--- config.mk ---
export PLATFORM = sky130hd
export DESIGN_NAME = fport_frame_decoder
export DESIGN_NICKNAME = d
export VERILOG_FILES = /design/src/rtl/fport_pkg.sv /design/src/rtl/fport_uart_rx.sv /design/src/rtl/fport_frame_decoder.sv
export SDC_FILE = /design/constraint.sdc
export NUM_CORES = 1
export LEC_CHECK = 0
export CELL_PAD_IN_SITES_DETAIL_PLACEMENT = 0
export CELL_PAD_IN_SITES_GLOBAL_PLACEMENT = 2
export CORE_ASPECT_RATIO = 1.1
export CORE_MARGIN = 4
export CORE_UTILIZATION = 35
export CTS_CLUSTER_DIAMETER = 120
export DETAILED_ROUTE_END_ITERATION = 10
export PLACE_DENSITY = 0.63
export SLEW_MARGIN = 20
export SYNTH_ARGS = -nofsm -noshare
export SYNTH_HDL_FRONTEND = slang
export SYNTH_SLANG_ARGS = --single-unit
--- constraint.sdc ---
create_clock -name clock -period 4.5 [get_ports clock]
set_clock_uncertainty 0.05 [all_clocks]
set_input_delay 0.9 -clock clock [delete_from_list [all_inputs] [get_ports clock]]
set_output_delay 0.9 -clock clock [all_outputs]
set_load 0.03 [all_outputs]
--- src/rtl/fport_pkg.sv ---
`default_nettype none
// =====================================================================
// fport_pkg - F.Port protocol constants, FSM state types, CRC helper
// Rev 1.0 - initial release
// =====================================================================
package fport_pkg;

  localparam logic [7:0] FLAG_BYTE    = 8'h7E;
  localparam logic [7:0] ESC_BYTE     = 8'h7D;
  localparam logic [7:0] ESC_XOR      = 8'h20;
  localparam logic [7:0] LEN_CONTROL  = 8'h19;
  localparam logic [7:0] TYPE_CONTROL = 8'h00;
  localparam logic [7:0] CRC_GOOD     = 8'hFF;

  localparam int NUM_DATA_BYTES = 22;
  localparam int NUM_CHANNELS   = 16;
  localparam int CHANNEL_BITS   = 11;
  localparam int PAYLOAD_BITS   = NUM_DATA_BYTES * 8;
  // Body byte index of rssi: channel bytes, then flags, then rssi
  localparam int LAST_BODY_BYTE = NUM_DATA_BYTES + 1;

  typedef enum logic [1:0] {
    RX_IDLE, RX_START, RX_DATA, RX_STOP
  } rx_state_t;

  typedef enum logic [2:0] {
    ST_HUNT, ST_LEN, ST_TYPE, ST_DATA, ST_CRC, ST_END, ST_EMIT
  } frame_state_t;

  function automatic logic [7:0] crc_add(input logic [7:0] acc, input logic [7:0] data);
    logic [8:0] sum;
    sum = {1'b0, acc} + {1'b0, data};
    return sum[7:0] + {7'd0, sum[8]};
  endfunction

endpackage
`default_nettype wire

--- src/rtl/fport_uart_rx.sv ---
`default_nettype none
// =====================================================================
// fport_uart_rx - 8N1 LSB-first byte receiver, samples at mid-bit
// Rev 1.0 - initial release
// =====================================================================
module fport_uart_rx
  import fport_pkg::*;
#(
  parameter int clocks_per_bit = 434
) (
  input  logic       clock,
  input  logic       reset_n,
  input  logic       rx,
  output logic       byte_valid,
  output logic [7:0] byte_data,
  output logic       stop_error
);

  localparam int CNT_W = $clog2(clocks_per_bit);
  localparam logic [CNT_W-1:0] BIT_LAST  = CNT_W'(clocks_per_bit - 1);
  localparam logic [CNT_W-1:0] HALF_LAST = CNT_W'(clocks_per_bit / 2 - 1);

  rx_state_t        state, state_n;
  logic [CNT_W-1:0] cnt, cnt_n;
  logic [2:0]       bit_idx, bit_idx_n;
  logic [7:0]       shifter, shifter_n, data_n;
  logic             valid_n, stop_err_n;

  always_ff @(posedge clock or negedge reset_n) begin
    if (!reset_n) begin
      state      <= RX_IDLE;
      cnt        <= '0;
      bit_idx    <= '0;
      shifter    <= '0;
      byte_valid <= 1'b0;
      byte_data  <= '0;
      stop_error <= 1'b0;
    end else begin
      state      <= state_n;
      cnt        <= cnt_n;
      bit_idx    <= bit_idx_n;
      shifter    <= shifter_n;
      byte_valid <= valid_n;
      byte_data  <= data_n;
      stop_error <= stop_err_n;
    end
  end

  always_comb begin
    state_n    = state;
    cnt_n      = cnt;
    bit_idx_n  = bit_idx;
    shifter_n  = shifter;
    data_n     = byte_data;
    valid_n    = 1'b0;
    stop_err_n = 1'b0;
    case (state)
      RX_IDLE: begin
        if (!rx) begin
          state_n = RX_START;
          cnt_n   = '0;
        end
      end
      RX_START: begin
        // A start bit that has gone high again by mid-bit was a glitch
        if (cnt == HALF_LAST) begin
          cnt_n     = '0;
          bit_idx_n = '0;
          state_n   = rx ? RX_IDLE : RX_DATA;
        end else begin
          cnt_n = cnt + 1'b1;
        end
      end
      RX_DATA: begin
        if (cnt == BIT_LAST) begin
          cnt_n     = '0;
          shifter_n = {rx, shifter[7:1]};
          bit_idx_n = bit_idx + 1'b1;
          if (bit_idx == 3'd7) state_n = RX_STOP;
        end else begin
          cnt_n = cnt + 1'b1;
        end
      end
      RX_STOP: begin
        if (cnt == BIT_LAST) begin
          state_n    = RX_IDLE;
          valid_n    = rx;
          stop_err_n = !rx;
          if (rx) data_n = shifter;
        end else begin
          cnt_n = cnt + 1'b1;
        end
      end
      default: state_n = RX_IDLE;
    endcase
  end

endmodule
`default_nettype wire

--- src/rtl/fport_frame_decoder.sv ---
`default_nettype none
// =====================================================================
// fport_frame_decoder - F.Port control-frame decoder with change reporting
// Rev 1.0 - initial release
// =====================================================================
module fport_frame_decoder
  import fport_pkg::*;
#(
  parameter int clocks_per_bit = 434,
  parameter int inverted       = 1
) (
  input  logic        clock,
  input  logic        reset_n,
  input  logic        fport_rx,
  output logic        channel_changed,
  output logic [3:0]  channel_index,
  output logic [10:0] channel_value,
  output logic        failsafe,
  output logic [7:0]  rssi,
  output logic        frame_ok,
  output logic        frame_error
);

  localparam logic LINE_INV  = (inverted != 0);
  localparam logic LINE_IDLE = ~LINE_INV;

  logic [1:0] rx_sync;
  logic       rx_line, byte_valid, stop_error;
  logic [7:0] byte_data;

  always_ff @(posedge clock or negedge reset_n) begin
    if (!reset_n) rx_sync <= {2{LINE_IDLE}};
    else          rx_sync <= {rx_sync[0], fport_rx};
  end
  assign rx_line = rx_sync[1] ^ LINE_INV;

  fport_uart_rx #(.clocks_per_bit(clocks_per_bit)) u_uart_rx (
    .clock      (clock),
    .reset_n    (reset_n),
    .rx         (rx_line),
    .byte_valid (byte_valid),
    .byte_data  (byte_data),
    .stop_error (stop_error)
  );

  frame_state_t            state, state_n;
  logic [7:0]              crc, crc_n, dec_byte, crc_next;
  logic [4:0]              body_cnt, body_cnt_n;
  logic                    esc, esc_n;
  logic                    body_we, commit, ok_n, err_n;
  logic [PAYLOAD_BITS-1:0] shadow, committed;
  logic [7:0]              flags_sh, rssi_sh, emit_base;
  logic [3:0]              emit_idx;
  logic [NUM_CHANNELS-1:0] seen;
  logic [CHANNEL_BITS-1:0] last_val [NUM_CHANNELS];
  logic [CHANNEL_BITS-1:0] emit_val;

  assign dec_byte  = esc ? (byte_data ^ ESC_XOR) : byte_data;
  assign crc_next  = crc_add(crc, dec_byte);
  assign emit_base = 8'(emit_idx) * 8'(CHANNEL_BITS);
  assign emit_val  = committed[emit_base +: CHANNEL_BITS];

  always_ff @(posedge clock or negedge reset_n) begin
    if (!reset_n) begin
      state    <= ST_HUNT;
      crc      <= '0;
      body_cnt <= '0;
      esc      <= 1'b0;
    end else begin
      state    <= state_n;
      crc      <= crc_n;
      body_cnt <= body_cnt_n;
      esc      <= esc_n;
    end
  end

  // A byte needs >= 40 clocks, so none can complete inside the 16-cycle EMIT window
  always_comb begin
    state_n    = state;
    crc_n      = crc;
    body_cnt_n = body_cnt;
    esc_n      = esc;
    body_we    = 1'b0;
    commit     = 1'b0;
    ok_n       = 1'b0;
    err_n      = 1'b0;
    if (state == ST_EMIT) begin
      if (emit_idx == 4'(NUM_CHANNELS - 1)) state_n = ST_LEN;
    end else if (stop_error) begin
      state_n = ST_HUNT;
      esc_n   = 1'b0;
    end else if (byte_valid) begin
      if (byte_data == FLAG_BYTE) begin
        state_n = ST_LEN;
        esc_n   = 1'b0;
        if (state == ST_END && !esc) begin
          if (crc == CRC_GOOD) begin
            commit  = 1'b1;
            ok_n    = 1'b1;
            state_n = ST_EMIT;
          end else begin
            err_n = 1'b1;
          end
        end
      end else if (byte_data == ESC_BYTE) begin
        esc_n = 1'b1;
      end else begin
        esc_n = 1'b0;
        case (state)
          ST_LEN: begin
            if (dec_byte == LEN_CONTROL) begin
              state_n = ST_TYPE;
              crc_n   = dec_byte;
            end else begin
              state_n = ST_HUNT;
              err_n   = 1'b1;
            end
          end
          ST_TYPE: begin
            state_n    = (dec_byte == TYPE_CONTROL) ? ST_DATA : ST_HUNT;
            crc_n      = crc_next;
            body_cnt_n = '0;
          end
          ST_DATA: begin
            body_we    = 1'b1;
            crc_n      = crc_next;
            body_cnt_n = body_cnt + 1'b1;
            if (body_cnt == 5'(LAST_BODY_BYTE)) state_n = ST_CRC;
          end
          ST_CRC: begin
            crc_n   = crc_next;
            state_n = ST_END;
          end
          default: state_n = ST_HUNT;
        endcase
      end
    end
  end

  always_ff @(posedge clock or negedge reset_n) begin
    if (!reset_n) begin
      shadow          <= '0;
      committed       <= '0;
      flags_sh        <= '0;
      rssi_sh         <= '0;
      emit_idx        <= '0;
      seen            <= '0;
      for (int n = 0; n < NUM_CHANNELS; n++) last_val[n] <= '0;
      channel_changed <= 1'b0;
      channel_index   <= '0;
      channel_value   <= '0;
      failsafe        <= 1'b0;
      rssi            <= '0;
      frame_ok        <= 1'b0;
      frame_error     <= 1'b0;
    end else begin
      frame_ok        <= ok_n;
      frame_error     <= err_n;
      channel_changed <= 1'b0;
      if (body_we) begin
        if (body_cnt < 5'(NUM_DATA_BYTES))       shadow[{body_cnt, 3'b000} +: 8] <= dec_byte;
        else if (body_cnt == 5'(NUM_DATA_BYTES)) flags_sh <= dec_byte;
        else                                     rssi_sh  <= dec_byte;
      end
      if (commit) begin
        committed <= shadow;
        failsafe  <= flags_sh[3];
        rssi      <= rssi_sh;
        emit_idx  <= '0;
      end
      if (state == ST_EMIT) begin
        emit_idx <= emit_idx + 1'b1;
        if (!seen[emit_idx] || last_val[emit_idx] != emit_val) begin
          channel_changed    <= 1'b1;
          channel_index      <= emit_idx;
          channel_value      <= emit_val;
          last_val[emit_idx] <= emit_val;
          seen[emit_idx]     <= 1'b1;
        end
      end
    end
  end

endmodule
`default_nettype wire

==> results of run 1 <==
==> path summary, 6_finish.rpt <==
kind                                        to         from  depth (start not counted)  slack, ns
worst max register to register    last_val[33]  emit_idx[1]                         11       0.18
min in group clock                  rx_sync[1]   rx_sync[0]                          0       0.31
worst max-delay path              last_val[33]  emit_idx[1]                         11       0.18
worst min-delay path              last_val[62]      reset_n                          1       0.13
worst min register to register      rx_sync[1]   rx_sync[0]                          0       0.31
max in group asynchronous       committed[167]      reset_n                          3       3.07
==> cells in the mapped netlist (all sizes together) (12+ instances only) <==
cell type	count
nand3	34
inv	29
nand4	12
or2	16
o31ai	21
clkbuf	113
a21oi	24
dfrtp	635
xnor2	16
o21ai	94
o21a	12
mux4	93
a31oi	16
xor2	12
mux2	319
a22oi	36
nor3	13
buf	37
nor2	91
nand2	698
ha	24
==> sequential cells by signal, indices dropped and copies added (netlist names), 2 cells and up, named ones only <==
signal and flops:
body_cnt 5, channel_index 4, channel_value 11, committed 176, crc 8, emit_idx 4, last_val 176, rssi 8
rssi_sh 8, rx_sync 2, seen 16, shadow 176, state 3, u_uart_rx.bit_idx 3, u_uart_rx.byte_data 8, u_uart_rx.cnt 9
u_uart_rx.shifter 8
==> cells by family after synthesis <==
| kind of cell | synth area share |
|---|---|
| adder cells (fa/ha/maj) | 0.0113 |
| AO/OA/AOI/OAI | 0.0555 |
| flip-flops | 0.560 |
| XOR/XNOR | 0.00864 |
| AND/OR/NAND/NOR | 0.134 |
| multiplexers | 0.202 |
| buffers and inverters | 0.0281 |
==> cell usage in the layout (no fill, tap or decap), drive strengths merged, types with 21 or more instances in the layout <==
master	netlist	final
mux4	93	93
nand2	698	698
a21oi	24	24
ha	24	24
nor2	91	91
clkbuf	113	113
clkdlybuf4s50	0	28
o31ai	21	21
mux2	319	319
dfrtp	635	635
buf	37	114
inv	29	31
nand3	34	34
o21ai	94	94
a22oi	36	36
==> power breakdown <==
group	internal, W	switching, W	total, W
Sequential	0.00575	0.0000546	0.00580
Clock	0.00367	0.00238	0.00605
Combinational	0.0000847	0.000212	0.000297
Total	0.00950	0.00265	0.0122
==> cell type report <==
| cell class | count | area [um^2] |
|---|---|---|
| timing repair buffer | 142 | 1400 |
| clock inverter | 12 | 168 |
| sequential | 635 | 15900 |
| multi-input combinational | 1637 | 11800 |
| inverter | 30 | 118 |
| fill | 7692 | 47400 |
| tap | 1054 | 1320 |
| clock buffer | 113 | 2260 |
==> worst max-delay path: cells and delay by family, from the launching register on <==
family	cells	cell delay [ns]
simple gates	3	1.07
buf+inv	3	0.72
compound gates	2	0.66
flops	1	0.79
mux	2	0.72
xor+xnor	1	0.15
==> through the flow <==
stage	utilization	setup WS (ns)	instance area (um^2)	hold WS, ns	total power [W]
final	0.410	0.180	32900	0.130	0.0122
after detailed placement	0.379	0.144	30500	0.301	0.00621
after floorplan	-	1.16	28400	0.281	0.00601
after global placement	0.379	0.143	30500	0.294	0.00621
after CTS	0.410	0.137	32900	0.314	0.0123
after global routing	0.410	0.0186	32900	0.132	0.0126
==> metal layers <==
metal | part of all wire | vias up | wire (um) | track usage
met5 | 0.00019 | - | 16 | 0
met4 | 0.031 | 2 | 2700 | 0.0699
met3 | 0.037 | 132 | 3200 | 0.0303
met2 | 0.48 | 359 | 41600 | 0.335
met1 | 0.45 | 9850 | 38800 | 0.277
li1 | - | 8591 | - | -
==> reports/metrics.cfg, run 1 <==
[outcome]
status=finished, final reports clean

[yosys]
netlist_area_mm2=0.0284
synth.avg_cell_area_um2=11.6
syn-instance-count=2452
synth_edf_count=0
synth-seq-cells=635
synth_top_area_frac=0.560
ys_top_cells_by_area=dfrtp_1 56%, mux2_2 9.8%, nand2_1 9.2%
ys_async_sr_fraction=1.00
synth_flop_cell=dfrtp_1
ys_types=62
synth_top_cell_by_area=dfrtp_1
yosys_warnings=0
syn-num-nets=2480
seq_area_frac_synth=0.560

[place]
numPortBuffers=29
dp_hpwl_um=56300
placed_cells=3497
gp_congestion=0.789

[cells_and_area]
area_delta_synth_final_pct=16.0
antenna_cells=0
fin_cells=3623
drive_gt1_frac=0.234
fin_nets=2548

[grt]
grt_overflow_total=0
grt_pass1_vias=19900
antenna_found_initial=2
grt_max_degree=198
grt_first_pass_wirelength_um=132000
grt.total_usage=0.203

[worst_setup_path]
required_ns=4.94
crit_path_end_kind=flop
critPathKind=flop to flop
critPathMaxFanout=33
critPathSlowestCell=dfrtp_4
crit_path_frequent_cell=buf_12
cp.arrival_ns=4.76
startpoint_type=flop
worstPathCellList=buf_12, buf_12, mux4_2, a22o_1, a221oi_1, xor2_1, nand4_1, nor3_4, buf_4, nor2_2, mux2_2
cpPeakStageDelay_ns=0.79

[timing]
worstMarginPinSlew_ns=1.06
fmax_mhz=231
finalMaxSlewViolations=0
min_period_over_period=0.960
final.min_clock_period_ns=4.32
setup_viol=0
slew_headroom=0.289
finalHoldViolCount=0
tns_ns=0
rsz0062_at_grt=false

[clocking]
cts_root_buffer=clkbuf_16
clkTransAtPathRegs_ns=0.06
cts_tree=yes
postCtsHoldBufs=0
htree_levels=3
cts_buffer_depth=3
clk_latency_ns=0.61
cts_setup_buffers=0
ctsResizeCount=0
numClockSinks=635
numCtsBuffers=74

[routing]
drtPass1Iterations=5
avgViaCountPerCell=5.23
finalWirelength_um=86300
wl_per_cell_um=23.8
dr.first_iter.drc_count=1276
route.detailed.drc=0
antenna_left=0
vias=18900

[die]
die_h_um=307
start_util=0.353
die-area_mm2=0.0857
coreArea_mm2=0.0803
fp-row-count=109
die_w_um=280
ios=30

[min_path]
hold_path.class=input port to asynchronous set/reset pin

[job]
maxCapViolCount=0

[pwr]
p_leak_nw=16.1
ir_drop_mv=0.254
cellPowerDensity_mw_per_mm2=369

Power figures use the tool's default switching activity.
==> run 2: changes to the inputs <==
--- a/config.mk
+++ b/config.mk
@@ -12,7 +12,8 @@
 export CORE_UTILIZATION = 35
 export CTS_CLUSTER_DIAMETER = 120
 export DETAILED_ROUTE_END_ITERATION = 10
-export PLACE_DENSITY = 0.63
+export DONT_BUFFER_PORTS = 1
+export PLACE_DENSITY = 0.62
 export SLEW_MARGIN = 20
 export SYNTH_ARGS = -nofsm -noshare
 export SYNTH_HDL_FRONTEND = slang
==> run 2 against run 1 <==
Worst hold slack lost 0.0063 ns. Clock-buffer cell count is 9 lower. Cell area shrank 1.4%.
==> reports/metrics.cfg, run 2 (synthesis results as in run 1) <==
[outcome]
status=finished, final reports clean

[pwr]
switching_share=0.224
p_leak_nw=15.9
ir_drop_mv=0.294
combPwrFrac=0.023
cellPowerDensity_mw_per_mm2=369
p_int_w=0.00929
seq_power_share=0.485
p_clk_frac=0.492
power.switching_w=0.00268

[grt]
grt_pass1_vias=19500
grt_first_pass_wirelength_um=129000
antenna_found_initial=1
grt_overflow_total=0
grt_max_degree=636
grt.total_usage=0.200

[die]
start_util=0.353
die_w_um=280
fp-row-count=109
die_h_um=307
die-area_mm2=0.0857
coreArea_mm2=0.0803
ios=30

[place]
gp_congestion=0.781
numPortBuffers=0
dp_hpwl_um=53900

[clocking]
numClockSinks=635
cts_tree=yes
htree_levels=3
clkTransAtPathRegs_ns=0.06
cts_root_buffer=clkbuf_16
cts_setup_buffers=0
clk_latency_ns=0.63
cts_buffer_depth=3
numCtsBuffers=72

[timing]
finalMaxSlewViolations=0
worstMarginPinSlew_ns=1.31
rsz0062_at_grt=true
tns_ns=0
finalHoldViolCount=0
final.min_clock_period_ns=4.38
slew_headroom=0.125
hold_slack_ns=0.124
min_period_over_period=0.973
fmax_mhz=229
setup_viol=0

[worst_setup_path]
critPathKind=flop to flop
worst_r2r_endpoint=last_val[142]
cp.arrival_ns=4.82
r2r_setup_slack_ns=0.12
critPathMaxFanout=24
r2r-start=emit_idx[0]
crit_path_end_kind=flop
reg2regPathDepth=12
required_ns=4.94
startpoint_type=flop

[routing]
wl_per_cell_um=23.7
dr.first_iter.drc_count=1264
finalWirelength_um=85000
avgViaCountPerCell=5.23
drtPass1Iterations=5
route.detailed.drc=0
vias=18700
antenna_left=0

[job]
maxCapViolCount=0

[cells_and_area]
drive_gt1_frac=0.234
fin_nets=2505
final_common_cell=nand2_1
fill_cells=7682
reg_top3=committed (176), last_val (176), shadow (176)
register_area_mm2=0.0159
area_delta_synth_final_pct=14.4
layout_common_cells=697 x nand2_1, 633 x dfrtp_1, 247 x mux2_2, 94 x o21ai_0, 93 x mux4_2
multiInputGateArea_mm2=0.0118

[min_path]
hold_path.class=input port to asynchronous set/reset pin

==> run 2: changes by cell type in the layout (fill, tap and decap cells not counted), moves of 2 or more <==
| cell | change |
|---|---|
| nor2_2 | -3 |
| nor2_4 | +4 |
| inv_6 | +2 |
| clkbuf_8 | -4 |
| clkinvlp_4 | +2 |
| clkinv_2 | +6 |
| buf_16 | +3 |
| buf_4 | -9 |
| clkdlybuf4s50_1 | -28 |
| buf_12 | -6 |
| clkbuf_16 | -4 |
==> run 2: stage by stage <==
| stage | utilization | setup WS, ns | cells | area [um^2] | power, W |
|---|---|---|---|---|---|
| global route | 0.404 | -0.00505 | 3583 | 32500 | 0.0124 |
| finish | 0.404 | 0.124 | 3584 | 32500 | 0.0120 |
| CTS | 0.402 | 0.0398 | 3579 | 32300 | 0.0120 |
| detailed placement | 0.373 | 0.0676 | 3453 | 30000 | 0.00606 |
| global placement | 0.373 | 0.102 | 3453 | 30000 | 0.00606 |
| floorplan | - | 1.16 | 2452 | 28400 | 0.00601 |
==> run 2: power by group through the flow <==
stage               Sequential (W)  Combinational [W]  Clock (W)
finish                     0.00580           0.000273    0.00589
global placement           0.00591           0.000153          0
global route               0.00581           0.000321    0.00632
CTS                        0.00580           0.000156    0.00608
detailed placement         0.00591           0.000153          0
floorplan                  0.00588           0.000134          0
==> run 2: final cells by class <==
type | instances | area share
well taps | 1054 | 0.0406
inverters | 30 | 0.00362
multi-input cells | 1637 | 0.363
diodes | 1 | 0.0000771
clock buffers | 104 | 0.0648
repair buffers | 101 | 0.0308
clock inverters | 22 | 0.00709
flip-flops and latches | 635 | 0.490
==> run 2: how the worst max path moves through the flow <==
stage                                   to  slack, ns  cells after the start        start
after floorplan           channel_index[0]       1.16                     12  emit_idx[1]
after global placement        last_val[19]       0.10                     11  emit_idx[0]
final                        last_val[142]       0.12                     12  emit_idx[0]
after detailed placement     last_val[107]       0.07                     11  emit_idx[0]
after CTS                    last_val[107]       0.04                     11  emit_idx[0]
after global routing          last_val[47]     -0.005                     11  emit_idx[0]
==> run 2: critical path, cell delays in order (launching register included) <==
cell and delay [ns]:
dfrtp_4 0.67, buf_12 0.31, buf_12 0.24, mux4_2 0.55
a22oi_1 0.40, nand2_1 0.13, xnor2_1 0.17, nand4_1 0.14
nor3_4 0.06, buf_4 0.19, nor4_2 0.67, buf_4 0.29
mux2_2 0.34
==> run 2: timing repair <==
| action | 4_1_cts | 5_1_grt |
|---|---|---|
| endpoints found under the hold margin | 472 | 99 |
| resized for setup | 0 | 4 |
| endpoints found under the setup margin | 0 | 34 |
==> run 2: metal layers <==
| metal | vias up | track usage | wire length, um |
|---|---|---|---|
| li1 | 8516 | - | - |
| met1 | 9723 | 0.286 | 39500 |
| met2 | 375 | 0.312 | 39500 |
| met3 | 121 | 0.0315 | 3610 |
| met4 | 0 | 0.0651 | 2380 |
| met5 | - | 0 | 0 |
==> run 3: changes to the inputs <==
--- a/config.mk
+++ b/config.mk
@@ -7,7 +7,7 @@
 export LEC_CHECK = 0
 export CELL_PAD_IN_SITES_DETAIL_PLACEMENT = 0
 export CELL_PAD_IN_SITES_GLOBAL_PLACEMENT = 2
-export CORE_ASPECT_RATIO = 1.1
+export CORE_ASPECT_RATIO = 0.8
 export CORE_MARGIN = 4
 export CORE_UTILIZATION = 35
 export CTS_CLUSTER_DIAMETER = 120
==> run 3 against run 2 <==
Routed wire length increased by 3.9%. Highest routed layer unchanged. Cell area up 0.27%. Via count rose by 1.5%. Worst hold slack better by 0.032 ns. Non-clock buffer count is 15 higher. First-iteration DRC count increased by 33%. Critical path type unchanged. Total power is 0.95% lower. Global-route usage is 0.65 points higher. Clock-buffer cell count grew 4.
==> reports/metrics.cfg, run 3 (synthesis results as in run 1) <==
[clocking]
htree_levels=3
cts_buffer_depth=3
cts_root_buffer=clkbuf_16
cts_setup_buffers=0
cts_tree=yes
ctsResizeCount=0
numClockSinks=635
clk_latency_ns=0.62
numCtsBuffers=71
clkTransAtPathRegs_ns=0.06

[timing]
rsz0062_at_grt=false
tns_ns=0
finalMaxSlewViolations=0
setup_viol=0
fmax_mhz=233
finalHoldViolCount=0
min_period_over_period=0.954
final.min_clock_period_ns=4.29
worstMarginPinSlew_ns=1.16
slew_headroom=0.225

[routing]
route.detailed.drc=0
avgViaCountPerCell=5.23
finalWirelength_um=88300
dr.max_layer_used=met4
wl_met3_um=4540
m1WireLength_um=45400
wl_per_cell_um=24.3
wl_met2_um=36800
drtPass1Iterations=5
antenna_left=0
vias=19000
dr.first_iter.drc_count=1676

[cells_and_area]
final_common_cell=nand2_1
layout_common_cells=697 x nand2_1, 633 x dfrtp_1, 247 x mux2_2, 98 x buf_4, 94 x o21ai_0
fill_cells=7735
register_area_mm2=0.0159
fin_util=0.405
fin_cells=3636
drive_gt1_frac=0.236
multiInputGateArea_mm2=0.0118
fin_nets=2519
reg_top3=committed (176), last_val (176), shadow (176)
area_delta_synth_final_pct=14.7

[die]
fp-row-count=93
ios=30
die_h_um=263
die_w_um=326
start_util=0.353
coreArea_mm2=0.0804
die-area_mm2=0.0857

[grt]
grt_max_degree=636
antenna_found_initial=2
grt.total_usage=0.206
grt_overflow_total=0
grt_first_pass_wirelength_um=133000
grt_pass1_vias=19500

[pwr]
cellPowerDensity_mw_per_mm2=364
ir_drop_mv=0.234
p_leak_nw=15.9

[worst_setup_path]
critPathMaxFanout=22
required_ns=4.95
cp_top_family=simple AND/OR/NAND/NOR gates
worstPathCellList=buf_4, mux4_2, a22oi_1, nand2_1, xnor2_1, nand4_1, nor3_4, buf_4, nand2b_1, buf_12, mux2_2
critPathKind=flop to flop
crit_buf_inv=3
cpPeakStageDelay_ns=0.71
startpoint_type=flop
cp.arrival_ns=4.74
crit_path_frequent_cell=buf_4
critPathSlowestCell=dfrtp_4
crit_path_end_kind=flop

[min_path]
hold_path.class=input port to asynchronous set/reset pin

[outcome]
status=finished, final reports clean

[place]
placed_cells=3506
numPortBuffers=0
gp_congestion=0.788
dp_hpwl_um=57200

[job]
maxCapViolCount=0

-- run 3: cell count changes in the layout (fill, tap and decap cells not counted), moves of 2 or more --
cell	change
buf_4	+14
clkbuf_1	+6
clkinv_2	-4
nor2_2	+4
nor2_4	-4
inv_6	-3
bufinv_16	-2
clkbuf_8	-2
clkinv_8	+2
clkinvlp_4	+2
-- run 3: per-stage QoR --
| step | cell area (um^2) | power [W] | setup slack, ns | hold WS, ns |
|---|---|---|---|---|
| 4_1_cts | 32400 | 0.0119 | 0.235 | -0.0926 |
| 6_report | 32600 | 0.0119 | 0.208 | 0.156 |
| 2_1_floorplan | 28400 | 0.00601 | 1.16 | 0.281 |
| 3_5_place_dp | 30200 | 0.00606 | 0.237 | 0.296 |
| 3_3_place_gp | 30200 | 0.00606 | 0.226 | 0.287 |
| 5_1_grt | 32600 | 0.0123 | 0.0376 | 0.181 |
-- run 3: layout make-up --
class,instances,area share
Sequential cell,635,0.488
Timing Repair Buffer,116,0.0346
Antenna cell,1,0.0000769
Clock buffer,108,0.0645
Tap cell,1092,0.0420
Inverter,30,0.00361
Multi-Input combinational cell,1637,0.362
Clock inverter,17,0.00527
-- run 3: per-layer routing --
metal  track usage  up-vias
met3        0.0392      102
met1         0.327     9919
met2         0.291      440
met4        0.0411        0
met5             0        -
li1              -     8554
-- run 3: worst paths after layout --
check	from	to	slack [ns]	cells after the start
max	emit_idx[1]	channel_value[3]	0.21	11
min	reset_n	rssi[6]	0.16	1
max reg2reg	emit_idx[1]	channel_value[3]	0.21	11
min reg2reg	rx_sync[0]	rx_sync[1]	0.31	0
max in group asynchronous	reset_n	last_val[5]	2.61	2
min in group clock	fport_rx	rx_sync[0]	0.26	0
-- run 3: report_power, final --
group / total (W) / switching (W) / internal (W) / leakage (nW)
clock: 0.00578 / 0.00244 / 0.00334 / 1.10
combinational: 0.000275 / 0.000204 / 0.0000718 / 5.94
sequential: 0.00580 / 0.0000552 / 0.00575 / 8.85
total: 0.0119 / 0.00270 / 0.00915 / 15.9
